==> src/rtl/dac_serial_rx.sv <==
// Serial-to-parallel receiver for the DAC serial link: one frame per DAC_scen low
// window (DWIDTH data bits LSB first, address bit, guard bit), two channel registers.
module dac_serial_rx #(
  parameter int unsigned DWIDTH = 8
) (
  input  logic              clk_4M,
  input  logic              rst_n,
  input  logic              DAC_scen,
  input  logic              sdin,
  output logic [DWIDTH-1:0] data,
  output logic              addr,
  output logic [DWIDTH-1:0] dout_a,
  output logic [DWIDTH-1:0] dout_b,
  output logic              valid,
  output logic              frame_err,
  output logic              busy
);

  localparam int unsigned FW = DWIDTH + 2;
  localparam int unsigned CW = $clog2(FW) + 1;

  typedef enum logic [1:0] {S_IDLE, S_RECV, S_DONE} state_t;

  state_t        state, state_nx;
  logic [CW-1:0] cnt, cnt_nx;
  logic [FW-1:0] sh, sh_nx, word_c;
  logic          load_c, valid_nx, err_nx;

  // Right shift with the new bit entering at the MSB.
  assign word_c = (sh >> 1) | (FW'(sdin) << (FW - 1));

  // State register
  always_ff @(posedge clk_4M or negedge rst_n) begin
    if (!rst_n) state <= S_IDLE;
    else        state <= state_nx;
  end

  // Next-state and datapath control
  always_comb begin
    state_nx = state;
    cnt_nx   = cnt;
    sh_nx    = sh;
    load_c   = 1'b0;
    valid_nx = 1'b0;
    err_nx   = 1'b0;
    case (state)
      S_IDLE: begin
        if (!DAC_scen) begin
          sh_nx    = word_c;
          cnt_nx   = CW'(1);
          state_nx = S_RECV;
        end
      end
      S_RECV: begin
        if (DAC_scen) begin
          err_nx   = 1'b1;
          cnt_nx   = '0;
          state_nx = S_IDLE;
        end else if (cnt == CW'(FW - 1)) begin
          // Guard bit edge: the assembled word is complete in word_c.
          sh_nx    = word_c;
          cnt_nx   = '0;
          state_nx = S_DONE;
          if (word_c[FW-1]) begin
            load_c   = 1'b1;
            valid_nx = 1'b1;
          end else begin
            err_nx   = 1'b1;
          end
        end else begin
          sh_nx  = word_c;
          cnt_nx = cnt + CW'(1);
        end
      end
      S_DONE: begin
        if (DAC_scen) state_nx = S_IDLE;
      end
      default: state_nx = S_IDLE;
    endcase
  end

  // Shift register, counter, output registers and pulses
  always_ff @(posedge clk_4M or negedge rst_n) begin
    if (!rst_n) begin
      cnt       <= '0;
      sh        <= '0;
      data      <= '0;
      addr      <= 1'b0;
      dout_a    <= '0;
      dout_b    <= '0;
      valid     <= 1'b0;
      frame_err <= 1'b0;
      busy      <= 1'b0;
    end else begin
      cnt       <= cnt_nx;
      sh        <= sh_nx;
      valid     <= valid_nx;
      frame_err <= err_nx;
      busy      <= (state_nx == S_RECV);
      if (load_c) begin
        data <= word_c[DWIDTH-1:0];
        addr <= word_c[DWIDTH];
        if (word_c[DWIDTH]) dout_b <= word_c[DWIDTH-1:0];
        else                dout_a <= word_c[DWIDTH-1:0];
      end
    end
  end

endmodule

==> config.mk <==
export PLATFORM = sky130hd
export DESIGN_NAME = dac_serial_rx
export DESIGN_NICKNAME = d
export VERILOG_FILES = /design/src/rtl/dac_serial_rx.sv
export SDC_FILE = /design/constraint.sdc
export NUM_CORES = 1
export LEC_CHECK = 0
export CAP_MARGIN = 25
export CORE_MARGIN = 8
export CORE_UTILIZATION = 45
export CTS_BUF_LIST = sky130_fd_sc_hd__clkbuf_8 sky130_fd_sc_hd__clkbuf_16
export DETAILED_ROUTE_END_ITERATION = 8
export PLACE_DENSITY = 0.81
export SYNTH_ARGS = -nofsm -noshare
export SYNTH_HDL_FRONTEND = slang
export SYNTH_SLANG_ARGS = --single-unit
export TNS_END_PERCENT = 50
==> constraint.sdc <==
create_clock -name clk_4M -period 2.9 [get_ports clk_4M]
set_input_delay 0.725 -clock clk_4M [delete_from_list [all_inputs] [get_ports clk_4M]]
set_output_delay 0.725 -clock clk_4M [all_outputs]
set_load 0.005 [all_outputs]
==> flow_metrics.env, run 1 <==
export IMPL_antennaDiodeCount=0
export IMPL_worst_slack_ns=0.6348
export IMPL_die_x_um=80.19
export IMPL_cp_end_kind="flop"
export IMPL_routed_wl_um=3424
export IMPL_postSynthCellCount=124
export IMPL_ant_nets=0
export IMPL_ctsResizeCount=0
export IMPL_place_area_um2=2208
export IMPL_tns_ns=0
export IMPL_arrival_ns=2.44
export IMPL_netlist_area_um2=1854
export IMPL_synthToLayoutAreaGrowth_pct=27.13
export IMPL_clkSlewWorstSetupHoldPaths_ns=0.08
export IMPL_cp_endpoint="dout_a[2]"
export IMPL_path_buf_inv=2
export IMPL_whs_ns=0.2281
export IMPL_layout_min_cycle_time_ns=2.265
export IMPL_worst_r2r_path_depth=6
export IMPL_dr_pass1_iters=4
export IMPL_clock_sinks=44
export IMPL_vias_per_cell=5.161
export IMPL_holdBufCountCts=0
export IMPL_dpl_cell_count=203
export IMPL_worstSetupStartpointType="input pin"
export IMPL_clockBufferDepth=2
export IMPL_powerDensity_nw_per_um2=568.6
export IMPL_maxSlewViolCount=0
export IMPL_hold_viol=0
export IMPL_relSlewSlack_pct=65.90
export IMPL_synth_seq_cells=44
export IMPL_required_ns=3.08
export IMPL_layout_common_cells="dfrtp_1 (44), clkdlybuf4s50_1 (30), mux2_2 (23)"
export IMPL_grt_pass1_wl_um=5540
export IMPL_slowest_stage="clkdlybuf4s50_1"
export IMPL_cap_violations=0
export IMPL_drc=0
export IMPL_reg2reg_slack_ns=0.93
export IMPL_fin_skew_ns=0.002944
export IMPL_fmax_ghz=0.4415
export IMPL_setup_viol=0
export IMPL_post_place_ws_ns=0.3257
export IMPL_path_class="input pin to flop"
export IMPL_cts_tree="yes"
export IMPL_antenna_found_initial=0
export IMPL_htreeDepth=2
export IMPL_r2r_end="dout_a[2]"
export IMPL_die_h_um=80.19
export IMPL_avgSynthCellArea_um2=14.95
export IMPL_core_area_um2=3971
export IMPL_cts_buffers=5
export IMPL_drt_iter0_drc=56
export IMPL_synth_cell_types=30
export IMPL_slowest_delay_ns=0.52
export IMPL_power_total_mw=1.340
export IMPL_rsz0062_at_grt="false"
export IMPL_layout_nets=167
export IMPL_start_util_pct=46.69
export IMPL_synth_top_cell_area_share_pct=59.38
export IMPL_clk_latency_ns=0.29
export IMPL_yosysSeqAreaShare_pct=59.38
export IMPL_rows=23
export IMPL_yosys_warnings=0
export IMPL_r2r_start="cnt[1]"
export IMPL_gp_congestion=0.8098
export IMPL_peakVddDrop_v=0.0003519
export IMPL_grt_pass1_vias=1088
export IMPL_crit_fanout=7
export IMPL_hp_class="input pin to async pin"
export IMPL_port_buffers=31
export IMPL_grt_max_degree=45
export IMPL_crit_path_cell_trace="clkdlybuf4s50_1 > nand4bb_4 > nor3_2 > buf_4 > mux2_2"
export IMPL_grt_usage_pct=11.08
export IMPL_cp_num_cells=5
export IMPL_post_cts_buffers=0
export IMPL_clockRootBuffer="clkbuf_8"
export IMPL_cp_startpoint="DAC_scen"
export IMPL_io_pins=32
export IMPL_fin_crit_sh_pct=78.11
export IMPL_cpLargestDelayFamily="buffers and inverters"
export IMPL_routedWlPerCell_um=16.23
export IMPL_grt_ovfl_total=0
export IMPL_leakage_nw=1.113
export IMPL_die_area_um2=6430
export IMPL_yosys_area_top_type="dfrtp_1"
export IMPL_via_count=1089
export IMPL_fin_util_pct=59.36
export IMPL_synthTopCellsByArea="dfrtp_1 (59%), mux2_2 (14%), mux2_4 (6.5%)"
export IMPL_fin_area_um2=2357
export IMPL_worst_pin_slew_ns=0.5115
export IMPL_hpwl_um=2572
export IMPL_drive_above_1_share_pct=31.06
export IMPL_stdcell_count=211
export IMPL_final_common_cell="dfrtp_1"
export IMPL_syn_nets=130
export IMPL_status="finished, final reports clean"
## worst register-to-register path: stages (launching register included)
cell	delay [ns]
dfrtp_1	0.40
inv_1	0.09
ha_1	0.22
nand4bb_4	0.16
nor3_2	0.42
buf_4	0.24
mux2_2	0.34
## report_power, final
group          switching, mW  leakage, nW  internal (mW)
registers             0.0520        0.590          0.657
logic                 0.0425        0.459         0.0563
clock network          0.194       0.0642          0.339
total                  0.288         1.11           1.05
## area by class of cell
type                            count  area [µm²]
Multi-Input combinational cell     71       705.7
Fill cell                         288        1614
Sequential cell                    44        1101
Clock inverter                      2       60.06
Tap cell                           50       62.56
Clock buffer                        5       68.82
Timing Repair Buffer               34       340.3
Inverter                            5       18.77
## metal layers
metal,vias up,wire [µm],GRT usage [%]
met4,0,23,4.364
met2,26,1726,17.70
li1,514,-,-
met5,-,0,0
met1,546,1420,13.38
met3,3,253,3.795
## state kept, by name (all words and copies together) (netlist names)
signal and count:
cnt 5, frame_err 1, sh 9, data 8
addr 1, dout_b 8, busy 1, valid 1
dout_a 8, state 2
## cells in the mapped netlist
master     number
a21bo_2         1
a21boi_0        2
a21o_2          1
a21oi_1         2
a31oi_1         1
and2b_2         2
and4bb_2        1
buf_2           2
buf_4           1
buf_6           1
dfrtp_1        44
ha_1            2
inv_1           5
mux2_1          1
mux2_2         23
mux2_4          8
mux2i_1         2
nand2_1         2
nand2b_1        1
nand3_1         2
nand4bb_4       2
nor2_1          6
nor2b_1         1
nor3_2          1
o21a_1          2
o21ai_0         2
o2bb2ai_1       2
o32ai_1         2
or2_1           1
or3_1           1
## worst min-delay path by stage
stage | from | end | slack [ns]
floorplan | rst_n | addr | 0.43
global placement | data[7] | data[7] | 0.48
detailed placement | data[7] | data[7] | 0.49
CTS | data[7] | data[7] | 0.51
global route | rst_n | dout_b[5] | 0.21
finish | rst_n | dout_b[5] | 0.23
## cells by family (layout without fill, tap and decap cells)
group	Yosys count	count (layout)	share of synthesized area, %
buffers and inverters	9	46	2.564
AO/OA/AOI/OAI	15	15	5.938
multiplexers	34	34	22.13
AND/OR/NAND/NOR	20	20	8.638
flip-flops	44	44	59.38
adder cells (fa/ha/maj)	2	2	1.349
Note: power is estimated with default switching activity, not from simulation.
==> run 2: changes to the inputs <==
clock period = 2.1 ns   (was 2.9 ns; I/O delays follow)
==> run 2 against run 1 <==
Against the previous run: via count grew 2.8%; non-clock buffer count grew 6; critical path depth grew 1; clock skew grew 0.0014 ns; wire length grew 2.3%; sequential power grew 38%; worst setup slack lost 0.39 ns; sequential share of layout area shrank 0.54 points; global-route usage grew 1.1 points; first-iteration DRC count shrank 23%; final cell count grew 3.3%; critical endpoint is now dout_b[5]; largest cell class unchanged; highest routed layer unchanged.
==> flow_metrics.env, run 2 (synthesized netlist as in run 1, its figures left out) <==
export IMPL_fmax_ghz=0.5389
export IMPL_cap_violations=0
export IMPL_clk_latency_ns=0.30
export IMPL_p_switching_uw=410.7
export IMPL_via_count=1120
export IMPL_switching_share_pct=23.48
export IMPL_required_ns=2.29
export IMPL_routed_wl_um=3503
export IMPL_cts_tree="yes"
export IMPL_largest_reg_flops=9
export IMPL_pwr_share_comb_pct=7.8
export IMPL_clkSlewWorstSetupHoldPaths_ns=0.08
export IMPL_dr_pass1_iters=3
export IMPL_vias_per_cell=5.138
export IMPL_grt_pass1_vias=1216
export IMPL_leakage_nw=1.128
export IMPL_die_area_um2=6430
export IMPL_slowest_delay_ns=0.41
export IMPL_gp_congestion=0.8028
export IMPL_crit_fanout=9
export IMPL_regMostFlops="sh"
export IMPL_ant_nets=0
export IMPL_die_h_um=80.19
export IMPL_port_buffers=31
export IMPL_fin_skew_ns=0.004352
export IMPL_holdBufCountCts=0
export IMPL_clockBufferDepth=2
export IMPL_grt_max_degree=25
export IMPL_die_x_um=80.19
export IMPL_slowest_stage="dfrtp_1"
export IMPL_io_pins=32
export IMPL_maxSlewViolCount=0
export IMPL_relSlewSlack_pct=61.77
export IMPL_rows=23
export IMPL_start_util_pct=46.69
export IMPL_htreeDepth=2
export IMPL_layout_nets=173
export IMPL_arrival_ns=2.04
export IMPL_fin_area_um2=2385
export IMPL_powerDensity_nw_per_um2=733.5
export IMPL_ctsResizeCount=0
export IMPL_fin_crit_sh_pct=88.36
export IMPL_final_common_cell="dfrtp_1"
export IMPL_clock_power_share_pct=36.2
export IMPL_power_frac_seq_pct=56.0
export IMPL_worst_pin_slew_ns=0.5734
export IMPL_clock_sinks=44
export IMPL_rsz0062_at_grt="false"
export IMPL_core_area_um2=3971
export IMPL_clockRootBuffer="clkbuf_8"
export IMPL_status="finished, final reports clean"
export IMPL_place_area_um2=2273
export IMPL_worstSetupStartpointType="flop"
export IMPL_hp_class="input pin to async pin"
export IMPL_hold_viol=0
export IMPL_drt_iter0_drc=43
export IMPL_synthToLayoutAreaGrowth_pct=28.61
export IMPL_setup_viol=0
export IMPL_antennaDiodeCount=0
export IMPL_post_cts_buffers=0
export IMPL_peakVddDrop_v=0.0004278
export IMPL_antenna_found_initial=0
export IMPL_p_int_mw=1.339
export IMPL_worst_slack_ns=0.2444
export IMPL_cts_buffers=5
export IMPL_layout_min_cycle_time_ns=1.856
export IMPL_grt_usage_pct=12.18
export IMPL_drive_above_1_share_pct=33.93
export IMPL_post_place_ws_ns=-0.07628
export IMPL_crit_path_cell_trace="inv_1 > ha_1 > nand4bb_4 > or3_1 > buf_4 > mux2_4"
export IMPL_cp_end_kind="flop"
export IMPL_layout_common_cells="dfrtp_1 (44), clkdlybuf4s50_1 (30), mux2_2 (23)"
export IMPL_routedWlPerCell_um=16.07
export IMPL_grt_ovfl_total=0
export IMPL_hpwl_um=2667
export IMPL_grt_pass1_wl_um=6134
export IMPL_drc=0
export IMPL_power_total_mw=1.749
export IMPL_path_class="flop to flop"
-- run 2: layout make-up --
class	count	area (µm²)
Multi-Input combinational cell	71	705.7
Fill cell	313	1587
Clock inverter	3	42.54
Inverter	5	18.77
Timing Repair Buffer	40	385.4
Tap cell	50	62.56
Sequential cell	44	1101
Clock buffer	5	68.82
-- run 2: power by group through the flow --
stage | combinational, mW | clock, mW | sequential (mW)
floorplan | 0.0859 | 0 | 0.971
global placement | 0.133 | 0 | 0.990
detailed placement | 0.139 | 0 | 0.997
CTS | 0.139 | 0.659 | 0.979
global route | 0.153 | 0.699 | 0.991
finish | 0.136 | 0.633 | 0.980
-- run 2: worst paths after layout --
path	from	to	slack (ns)	cells past startpoint
max in group asynchronous	rst_n	dout_a[2]	1.38	2
worst min register to register	dout_a[2]	dout_a[2]	0.51	1
min in group clk_4M	dout_a[2]	dout_a[2]	0.51	1
worst max register to register	cnt[1]	dout_b[5]	0.24	6
worst max-delay path	cnt[1]	dout_b[5]	0.24	6
worst min-delay path	rst_n	sh[4]	0.22	1
-- run 2: per-stage QoR --
step	TNS [ns]	hold slack [ns]	cells	utilization [%]
after floorplan	0	0.2294	124	-
after global placement	-0.3220	0.4845	210	57.25
after detailed placement	-1.059	0.4959	210	57.25
after CTS	0	0.2192	218	60.05
after global routing	0	0.2539	218	60.05
final	0	0.2159	218	60.05
-- run 2: metal layers --
layer / vias to the layer above / wire length (µm) / track usage (%)
li1: 521 / - / -
met5: - / 0 / 0
met3: 5 / 264 / 4.018
met4: 0 / 50 / 4.909
met1: 567 / 1407 / 13.72
met2: 27 / 1781 / 20.70
-- run 2: critical path, delay by kind of cell, from the launching register on --
family / cells / cell delay (ns)
buf+inv: 2 / 0.29
mux: 1 / 0.30
simple gates: 2 / 0.52
fa+ha+maj: 1 / 0.22
flops: 1 / 0.41
==> run 3: changes to the inputs <==
CTS_CLUSTER_SIZE = 20   (was default)
HOLD_SLACK_MARGIN = 0.03   (was default)
==> results of run 3 <==
Same layout as run 2: the final DEF is identical, and so are final timing and power.
